File: config.mk
export PLATFORM = sky130hd
export DESIGN_NAME = dm_bus_arbiter_flat
export DESIGN_NICKNAME = d
export VERILOG_FILES = /design/src/rtl/dm_bus_pkg.sv /design/src/rtl/dm_bus_arbiter_if.sv /design/src/rtl/dm_bus_arbiter_rr_arb2.sv /design/src/rtl/dm_bus_arbiter.sv /design/src/flat_wrapper.sv
export SDC_FILE = /design/constraint.sdc
export NUM_CORES = 1
export LEC_CHECK = 0
export CORE_MARGIN = 2
export CORE_UTILIZATION = 40
export CTS_BUF_LIST = sky130_fd_sc_hd__clkbuf_4
export DETAILED_ROUTE_END_ITERATION = 10
export PLACE_DENSITY = 0.82
export SLEW_MARGIN = 20
export SYNTH_ARGS = -nofsm -noshare
export SYNTH_HDL_FRONTEND = slang
export SYNTH_SLANG_ARGS = --single-unit
File: constraint.sdc
create_clock -name clk -period 2.6 [get_ports clk]
set_input_delay 0.52 -clock clk [delete_from_list [all_inputs] [get_ports clk]]
set_output_delay 0.52 -clock clk [all_outputs]
set_load 0.02 [all_outputs]
File: src/rtl/dm_bus_pkg.sv
// Shared constants and helpers for the two-master data-memory / MMIO arbiter.
package dm_bus_pkg;

  localparam int AW_DEF       = 8;
  localparam int DW_DEF       = 32;
  localparam int IO_LIMIT_DEF = 16;
  localparam int IO_TMO_DEF   = 15;
  localparam logic [31:0] ERR_DATA_DEF = 32'hDEAD_BEEF;

  // Arbiter FSM encoding
  localparam logic [1:0] ST_IDLE    = 2'd0;
  localparam logic [1:0] ST_MEM_RSP = 2'd1;
  localparam logic [1:0] ST_IO_WAIT = 2'd2;

  // Word addresses below the limit belong to the MMIO window.
  function automatic logic is_io(input logic [31:0] addr, input logic [31:0] limit);
    return addr < limit;
  endfunction

endpackage

File: src/rtl/dm_bus_arbiter_if.sv
// One requester port of the data-memory arbiter: request/grant plus completion.
interface dm_bus_arbiter_if
  import dm_bus_pkg::*;
#(
  parameter int AW = AW_DEF,
  parameter int DW = DW_DEF
) ();

  logic          req;
  logic          we;
  logic [AW-1:0] addr;
  logic [DW-1:0] wdata;
  logic          gnt;
  logic          rvalid;
  logic [DW-1:0] rdata;

  modport master (output req, we, addr, wdata, input gnt, rvalid, rdata);
  modport slave  (input req, we, addr, wdata, output gnt, rvalid, rdata);

endinterface

File: src/rtl/dm_bus_arbiter_rr_arb2.sv
// Two-way round-robin picker: on a tie the port that did not win last time is chosen.
module rr_arb2 (
  input  logic [1:0] req,
  input  logic       last,
  output logic [1:0] gnt
);

  always_comb begin
    gnt = req;
    if (req == 2'b11) gnt = last ? 2'b01 : 2'b10;
  end

endmodule

File: src/rtl/dm_bus_arbiter.sv
// Shares the data RAM and MMIO window between the CPU (m0) and debug/DMA (m1) ports,
// with one outstanding transaction and an ack/timeout handshake on the IO side.
module dm_bus_arbiter
  import dm_bus_pkg::*;
#(
  parameter int            AW       = AW_DEF,
  parameter int            DW       = DW_DEF,
  parameter int            IO_LIMIT = IO_LIMIT_DEF,
  parameter int            IO_TMO   = IO_TMO_DEF,
  parameter logic [DW-1:0] ERR_DATA = DW'(ERR_DATA_DEF)
) (
  input  logic          clk,
  input  logic          rstn,
  dm_bus_arbiter_if.slave m0,
  dm_bus_arbiter_if.slave m1,
  output logic          mem_en,
  output logic          mem_we,
  output logic [AW-1:0] mem_addr,
  output logic [DW-1:0] mem_wdata,
  input  logic [DW-1:0] mem_rdata,
  output logic [AW-1:0] io_addr,
  output logic [DW-1:0] io_dout,
  output logic          io_we,
  output logic          io_rd,
  input  logic [DW-1:0] io_din,
  input  logic          io_ack,
  output logic          io_err
);

  localparam int CW = $clog2(IO_TMO + 1);

  logic [1:0]    state_q, state_d;
  logic          last_gnt_q, last_gnt_d;
  logic          owner_q, owner_d;
  logic          we_q, we_d;
  logic [AW-1:0] io_addr_q, io_addr_d;
  logic [DW-1:0] io_dout_q, io_dout_d;
  logic          io_we_q, io_we_d;
  logic          io_rd_q, io_rd_d;
  logic [CW-1:0] cnt_q, cnt_d;
  logic [DW-1:0] rdata0_q, rdata0_d;
  logic [DW-1:0] rdata1_q, rdata1_d;

  logic [1:0]    win;
  logic [1:0]    gnt;
  logic          win_idx;
  logic          sel_we;
  logic          sel_io;
  logic [AW-1:0] sel_addr;
  logic [DW-1:0] sel_wdata;
  logic          done;
  logic [DW-1:0] done_data;

  rr_arb2 u_arb (
    .req  ({m1.req, m0.req}),
    .last (last_gnt_q),
    .gnt  (win)
  );

  assign win_idx   = win[1];
  assign sel_we    = win_idx ? m1.we    : m0.we;
  assign sel_addr  = win_idx ? m1.addr  : m0.addr;
  assign sel_wdata = win_idx ? m1.wdata : m0.wdata;
  assign sel_io    = is_io(32'(sel_addr), 32'(IO_LIMIT));

  always_comb begin
    state_d    = state_q;
    last_gnt_d = last_gnt_q;
    owner_d    = owner_q;
    we_d       = we_q;
    io_addr_d  = io_addr_q;
    io_dout_d  = io_dout_q;
    io_we_d    = io_we_q;
    io_rd_d    = io_rd_q;
    cnt_d      = cnt_q;
    gnt        = 2'b00;
    mem_en     = 1'b0;
    mem_we     = 1'b0;
    mem_addr   = '0;
    mem_wdata  = '0;
    done       = 1'b0;
    done_data  = '0;
    io_err     = 1'b0;

    case (state_q)
      ST_IDLE: begin
        if (|win) begin
          gnt        = win;
          last_gnt_d = win_idx;
          owner_d    = win_idx;
          we_d       = sel_we;
          if (sel_io) begin
            io_addr_d = sel_addr;
            io_dout_d = sel_wdata;
            io_we_d   = sel_we;
            io_rd_d   = ~sel_we;
            cnt_d     = '0;
            state_d   = ST_IO_WAIT;
          end else begin
            // RAM is strobed in the grant cycle; its registered read lands next cycle.
            mem_en    = 1'b1;
            mem_we    = sel_we;
            mem_addr  = sel_addr;
            mem_wdata = sel_wdata;
            state_d   = ST_MEM_RSP;
          end
        end
      end
      ST_MEM_RSP: begin
        done      = 1'b1;
        done_data = we_q ? '0 : mem_rdata;
        state_d   = ST_IDLE;
      end
      ST_IO_WAIT: begin
        if (io_ack) begin
          done      = 1'b1;
          done_data = we_q ? '0 : io_din;
          io_we_d   = 1'b0;
          io_rd_d   = 1'b0;
          state_d   = ST_IDLE;
        end else if (cnt_q == CW'(IO_TMO)) begin
          done      = 1'b1;
          done_data = we_q ? '0 : ERR_DATA;
          io_err    = 1'b1;
          io_we_d   = 1'b0;
          io_rd_d   = 1'b0;
          state_d   = ST_IDLE;
        end else begin
          cnt_d = cnt_q + CW'(1);
        end
      end
      default: state_d = ST_IDLE;
    endcase
  end

  // Read data stays on the port between completions.
  assign rdata0_d = (done & ~owner_q) ? done_data : rdata0_q;
  assign rdata1_d = (done &  owner_q) ? done_data : rdata1_q;

  assign m0.gnt    = gnt[0];
  assign m1.gnt    = gnt[1];
  assign m0.rvalid = done & ~owner_q;
  assign m1.rvalid = done &  owner_q;
  assign m0.rdata  = rdata0_d;
  assign m1.rdata  = rdata1_d;

  assign io_addr = io_addr_q;
  assign io_dout = io_dout_q;
  assign io_we   = io_we_q;
  assign io_rd   = io_rd_q;

  always_ff @(posedge clk or negedge rstn) begin
    if (!rstn) begin
      state_q    <= ST_IDLE;
      last_gnt_q <= 1'b1;
      owner_q    <= 1'b0;
      we_q       <= 1'b0;
      io_addr_q  <= '0;
      io_dout_q  <= '0;
      io_we_q    <= 1'b0;
      io_rd_q    <= 1'b0;
      cnt_q      <= '0;
      rdata0_q   <= '0;
      rdata1_q   <= '0;
    end else begin
      state_q    <= state_d;
      last_gnt_q <= last_gnt_d;
      owner_q    <= owner_d;
      we_q       <= we_d;
      io_addr_q  <= io_addr_d;
      io_dout_q  <= io_dout_d;
      io_we_q    <= io_we_d;
      io_rd_q    <= io_rd_d;
      cnt_q      <= cnt_d;
      rdata0_q   <= rdata0_d;
      rdata1_q   <= rdata1_d;
    end
  end

endmodule

File: src/flat_wrapper.sv
// flat-port wrapper written by rule: the top's interface ports become plain ports
module dm_bus_arbiter_flat import dm_bus_pkg::*;
#(
  parameter int            AW       = AW_DEF,
  parameter int            DW       = DW_DEF,
  parameter int            IO_LIMIT = IO_LIMIT_DEF,
  parameter int            IO_TMO   = IO_TMO_DEF,
  parameter logic [DW-1:0] ERR_DATA = DW'(ERR_DATA_DEF)
)
  (clk, rstn, mem_en, mem_we, mem_addr, mem_wdata, mem_rdata, io_addr, io_dout, io_we, io_rd, io_din, io_ack, io_err, m0_req, m0_we, m0_addr, m0_wdata, m0_gnt, m0_rvalid, m0_rdata, m1_req, m1_we, m1_addr, m1_wdata, m1_gnt, m1_rvalid, m1_rdata);
  dm_bus_arbiter_if #(.AW(AW), .DW(DW)) m0_i ();
  dm_bus_arbiter_if #(.AW(AW), .DW(DW)) m1_i ();
  input  logic clk;
  input  logic rstn;
  output logic mem_en;
  output logic mem_we;
  output logic [AW-1:0] mem_addr;
  output logic [DW-1:0] mem_wdata;
  input  logic [DW-1:0] mem_rdata;
  output logic [AW-1:0] io_addr;
  output logic [DW-1:0] io_dout;
  output logic io_we;
  output logic io_rd;
  input  logic [DW-1:0] io_din;
  input  logic io_ack;
  output logic io_err;
  input wire logic [$bits(m0_i.req)-1:0] m0_req;
  input wire logic [$bits(m0_i.we)-1:0] m0_we;
  input wire logic [$bits(m0_i.addr)-1:0] m0_addr;
  input wire logic [$bits(m0_i.wdata)-1:0] m0_wdata;
  output wire logic [$bits(m0_i.gnt)-1:0] m0_gnt;
  output wire logic [$bits(m0_i.rvalid)-1:0] m0_rvalid;
  output wire logic [$bits(m0_i.rdata)-1:0] m0_rdata;
  input wire logic [$bits(m1_i.req)-1:0] m1_req;
  input wire logic [$bits(m1_i.we)-1:0] m1_we;
  input wire logic [$bits(m1_i.addr)-1:0] m1_addr;
  input wire logic [$bits(m1_i.wdata)-1:0] m1_wdata;
  output wire logic [$bits(m1_i.gnt)-1:0] m1_gnt;
  output wire logic [$bits(m1_i.rvalid)-1:0] m1_rvalid;
  output wire logic [$bits(m1_i.rdata)-1:0] m1_rdata;
  assign m0_i.req = m0_req;
  assign m0_i.we = m0_we;
  assign m0_i.addr = m0_addr;
  assign m0_i.wdata = m0_wdata;
  assign m0_gnt = m0_i.gnt;
  assign m0_rvalid = m0_i.rvalid;
  assign m0_rdata = m0_i.rdata;
  assign m1_i.req = m1_req;
  assign m1_i.we = m1_we;
  assign m1_i.addr = m1_addr;
  assign m1_i.wdata = m1_wdata;
  assign m1_gnt = m1_i.gnt;
  assign m1_rvalid = m1_i.rvalid;
  assign m1_rdata = m1_i.rdata;
  dm_bus_arbiter #(.AW(AW), .DW(DW), .IO_LIMIT(IO_LIMIT), .IO_TMO(IO_TMO), .ERR_DATA(ERR_DATA)) u_core (.clk(clk), .rstn(rstn), .m0(m0_i), .m1(m1_i), .mem_en(mem_en), .mem_we(mem_we), .mem_addr(mem_addr), .mem_wdata(mem_wdata), .mem_rdata(mem_rdata), .io_addr(io_addr), .io_dout(io_dout), .io_we(io_we), .io_rd(io_rd), .io_din(io_din), .io_ack(io_ack), .io_err(io_err));
endmodule
# After elaboration in Yosys (flattened, before gate mapping)

Index checks and enable logic that the tools add are counted.

Add/subtract/negate cells: 1
Magnitude comparators: 1
Equal/unequal tests: 9
Muxes and demuxes: 50
Bitwise gates (word level): 4
Reduce and logical (&&, ||, !) cells: 8

Operators by type and width:

| operator                                                                | number |
|---|---|
| 32-bit 2-to-1 mux                                                       | 11 |
| 32-bit case mux with 2 select lines                                     | 1 |
| 8-bit 2-to-1 mux                                                        | 4 |
| 1-bit 2-to-1 mux                                                        | 17 |
| 2-bit 2-to-1 mux                                                        | 8 |
| 4-bit 2-to-1 mux                                                        | 4 |
| 8-bit by 5-bit < comparator with 1-bit output, second input constant    | 1 |
| 4-bit case mux with 2 select lines                                      | 1 |
| 1-bit case mux with 2 select lines                                      | 3 |
| 5-bit AND reduction                                                     | 1 |
| 4-bit by 1-bit adder with 4-bit output, second input constant           | 1 |
| 2-bit equality test, second input constant                              | 2 |
| 4-bit equality test, second input constant                              | 1 |
| 2-bit by 1-bit inequality test with 1-bit output, second input constant | 2 |
| 2-bit inequality test, second input constant                            | 2 |
| 2-bit case mux with 2 select lines                                      | 1 |
| 2-bit AND reduction                                                     | 2 |
| 4-bit AND reduction                                                     | 1 |
| 3-bit by 2-bit inequality test with 1-bit output, second input constant | 1 |
| 3-bit AND reduction                                                     | 1 |
| 1-bit AND                                                               | 2 |
| 2-bit by 1-bit equality test with 1-bit output, second input constant   | 1 |
| 2-bit logical NOT                                                       | 1 |
| 1-bit NOT                                                               | 2 |
| other kinds (2)                                                         | 2 |

Bits in registers: 115
Input bits: 151
Output and inout port bits: 153
Word-level logic and storage cells: 84

# Logic depth before layout (Yosys ltp)

Depth in word-level cells: 7
Depth in mapped cells: 10
Mapped depth without buffers: 6

# By module

Synthesis repeated with hierarchy kept, for this count alone.

Cell total of the unflattened synthesis: 564
Area total of the unflattened synthesis: 5,582.9 µm²

By module, submodules not included:

| module         | instances | cells an instance | area each (µm²) | sequential area each (µm²) |
|---|---|---|---|---|
| dm_bus_arbiter | 1         | 561               | 5,564.1         | 2,879.0 |
| rr_arb2        | 1         | 3                 | 18.8            | 0.0 |

# Worst setup path after synthesis

Ideal clock, no wire load.

Path kind: flip-flop to output port
Start point: register u_core.state_q[1]
End point: output port m1_rdata[27]
Arrival: 2,067 ps
Data required time: 2,080 ps
Path slack: 13 ps
Cell stages (with the launch flop): 9
Buffers on the path: 3
Cells stage by stage: dfrtp_1 -> inv_1 -> ha_1 -> buf_2 -> nor2b_1 -> clkbuf_1 -> clkbuf_1 -> a22oi_1 -> o21ai_0

Cells in the longest elaborated chain, start to end: 4
Elaborated cells between the ends (all ways): 6
Classes of those cells: eq/ne (2); mux (3); bitwise (1)

RTL lines:

| element                                                                                      | RTL line              | text |
|---|---|---|
| start, declared                                                                              | dm_bus_arbiter.sv:32  | `logic [1:0] state_q, state_d;` |
| start signal, assigned                                                                       | dm_bus_arbiter.sv:166 | `state_q <= state_d;` |
| 2-bit equality test / 2-bit by 1-bit equality test with 1-bit output (equally long branches) | dm_bus_arbiter.sv:85  | `case (state_q)` |
| 1-bit case mux with 2 select lines                                                           | dm_bus_arbiter.sv:85  |  |
| 1-bit AND                                                                                    | dm_bus_arbiter.sv:138 | `assign rdata1_d = (done & owner_q) ? done_data : rdata1_q;` |
| 32-bit 2-to-1 mux *                                                                          | dm_bus_arbiter.sv:138 |  |
| end, declared                                                                                | flat_wrapper.sv:40    | `output wire logic [$bits(m1_i.rdata)-1:0] m1_rdata;` |

Every way passes the cells marked *; elsewhere a longest branch is shown, timed or not.

# Worst setup path after layout

Start point: register u_core.state_q[1]
End point: output port m0_rdata[12]

Cells in the longest elaborated chain, start to end: 4
Elaborated cells between the ends (all ways): 6
Classes of those cells: eq/ne (2); mux (3); bitwise (1)

RTL lines:

| element                                                                                      | RTL line              | text |
|---|---|---|
| 2-bit equality test / 2-bit by 1-bit equality test with 1-bit output (equally long branches) | dm_bus_arbiter.sv:85  |  |
| 1-bit case mux with 2 select lines                                                           | dm_bus_arbiter.sv:85  |  |
| 1-bit AND                                                                                    | dm_bus_arbiter.sv:137 | `assign rdata0_d = (done & ~owner_q) ? done_data : rdata0_q;` |
| 32-bit 2-to-1 mux *                                                                          | dm_bus_arbiter.sv:137 |  |
| end, declared                                                                                | flat_wrapper.sv:33    | `output wire logic [$bits(m0_i.rdata)-1:0] m0_rdata;` |

Marks and branches as above.

==> metrics <==
Peak VDD IR=0.578 mV; starting density of the core=40.4%; WHS Endpoint=u_core.rdata1_q[24]; Worst-path clk slew=0.11 ns; CTS tree=built; DP Area=0.00970 mm²; Area growth syn-to-layout=117%; FF-to-FF setup slack=0.26 ns; most frequent cells in the layout=183 x clkdlybuf4s50_1, 148 x buf_4, 114 x dfrtp_1; Final period util=124%; share of cells above drive strength 1=48.4%; synthesized flop and latch total=115; first-pass GRT wire length=41.5 mm; largest net degree at the start of global routing=48; 1st-iter DRT viols=1014; Die X=122 µm; std cell rows=43; max-capacitance violation count=0; wire per inst=29.5 µm; vias in the first global route=7189; WHS Path Cells=2; cell count after synthesis=585; clk_lat worst skew=0.56 ns; Post-synth EDFFs=0; Final Setup Violations=104; Routed Antenna Nets=0; initial antenna violation count=3; library cells used by synthesis=48; layout net count=1198; status=finished, violations left; worst endpoint required time=2.08 ns; final core occ=87.7%; Via density=6.28; htree depth=4; HPWL Detailed=15.3 mm; P_leak=5.25 nW; crit path max fanout=17; Longest Clk Path Bufs=2; CP Capture Type=output pin; Core ar.=0.0137 mm²; DRC violations left=0; commonest non-fill, non-tap cell in the layout=clkdlybuf4s50_1; ys flop type=dfrtp_1; Num CTS Buffers=17; violated checks=negative setup slack; Fin. Hold Viols=0; hold_sp=u_core.rdata1_q[24]; FF-to-FF End=u_core.cnt_q[1]; Slew HR=50.1%; WP data arrival=2.70 ns; Hold WC Path Type=register to register; Async SR Flop Fraction=100%; Ys Warns=0; Fmax achieved=310 MHz; port bufs=303; worst r2r src=u_core.state_q[0]; Worst setup SP type=register; total die area=0.0148 mm²; Total Wirelength=36.6 mm; final instance area=0.0120 mm²; synthesized area=0.00555 mm²; Power Density=1020 mW/mm²; Syn Nets=740; critical path class=register to output pin; Clock Skew=0.0319 ns; gpl congestion=0.835; Sink Count=115; gr usage total=37.9%; Die Ht=122 µm; # IOs=304; clock root cell=clkbuf_4; r2r worst-path depth=8; post-route setup slack=-0.622 ns; grt total ovfl=0; Tmin final=3.22 ns; Worst-Margin Slew=0.749 ns; First-pass DRT Iterations=6; syn_area_per_cell=9.48 µm²; post-synthesis sequential area ratio=51.9%; max-slew violation count=0; RSZ-0062 raised after global routing=true; Vias=7776
## worst max-delay path by stage
stage                            from           end  slack (ns)  cells past startpoint
finish              u_core.state_q[1]  m0_rdata[12]       -0.62                      8
global route        u_core.state_q[1]  m0_rdata[12]       -0.67                      8
CTS                 u_core.state_q[1]  m1_rdata[10]       -0.29                      9
detailed placement             io_ack  m1_rdata[17]       -0.71                      7
global placement               io_ack  m1_rdata[17]       -0.69                      7
floorplan           u_core.state_q[1]  m1_rdata[27]        0.01                      8
## cell type report
| class | instances | area (µm²) |
|---|---|---|
| clock inverters | 14 | 72.6 |
| multi-input cells | 409 | 3660 |
| clock buffers | 18 | 135 |
| inverters | 13 | 51.3 |
| fillers | 528 | 1680 |
| flip-flops and latches | 115 | 2880 |
| repair buffers | 487 | 5010 |
| diodes | 3 | 7.51 |
| well taps | 180 | 225 |
## critical path, cell delays in order, from the launching register on
cell     delay, ns
dfrtp_1       0.46
inv_2         0.13
ha_4          0.19
nor2b_2       0.21
buf_12        0.20
buf_4         0.20
a22oi_2       0.14
o21ai_1       0.40
buf_4         0.23
## layer usage
layer  vias up  GRT usage [%]  wire length [µm]
met3       255           13.9              4770
met4         0           19.6              3430
met2       830           64.9             17200
met5         -              0                 0
li1       2983              -                 -
met1      3708           40.9             11300
## through the flow
step / instances / hold WS, ns / total power [W] / TNS [ns] / setup WS, ns
after floorplan: 585 / 0.224 / 0.00515 / 0 / 0.0129
after global placement: 1142 / 0.470 / 0.00813 / -60.74 / -0.685
after detailed placement: 1142 / 0.474 / 0.00825 / -65.54 / -0.711
after CTS: 1214 / 0.000646 / 0.0105 / -21.39 / -0.293
after global routing: 1238 / 0.510 / 0.0125 / -35.69 / -0.669
final: 1239 / 0.490 / 0.0123 / -29.56 / -0.622
## report_power, final
group	total, W	internal, W	switching (W)	leakage [nW]
sequential	0.00297	0.00246	0.000515	1.52
clock	0.00117	0.000361	0.000808	0.117
combinational	0.00812	0.00374	0.00438	3.61
## Yosys cell counts (all sizes together) (2+ instances only)
master,count,area [µm²]
nand2,78,293
a31oi,2,12.5
or3,3,18.8
nor4,2,12.5
ha,4,50.1
buf,31,164
o311ai,2,25.0
a21o,3,22.5
nor3,2,15.0
a211oi,2,20.0
inv,13,48.8
nand3,2,10.0
o21ai,139,696
o211ai,2,15.0
and2,6,37.5
mux2i,42,433
a22oi,24,180
nand2b,24,150
nor2,43,161
dfrtp,114,2850
a22o,10,87.6
clkbuf,17,63.8
nor2b,2,12.5
## registers in the layout, indices dropped and copies added, names as in the netlist
signal / flops
u_core.io_addr: 8
u_core.owner_q: 1
u_core.cnt_q: 4
u_core.rdata0_q: 32
u_core.io_we: 1
u_core.state_q: 2
u_core.we_q: 1
u_core.io_rd: 1
u_core.last_gnt_q: 1
u_core.rdata1_q: 32
u_core.io_dout: 32
## cell families after synthesis
kind of cell	count (synthesis)	synth area share (%)
muxes	42	7.80
adders and majority gates	4	0.902
buffers and inverters	61	4.98
and+or+nand+nor	168	13.7
AOI/OAI and AO/OA	195	20.7
DFF	115	51.9
## repair_timing
item                       4_1_cts  5_1_grt
cloned                          13        7
setup buffers                   27       21
hold endpoints to repair         0        7
gates resized for setup        909      156
setup endpoints to repair      110      111
hold buffers                     0        1
pin swaps                       53       23
(Power assumes the default switching activity.)
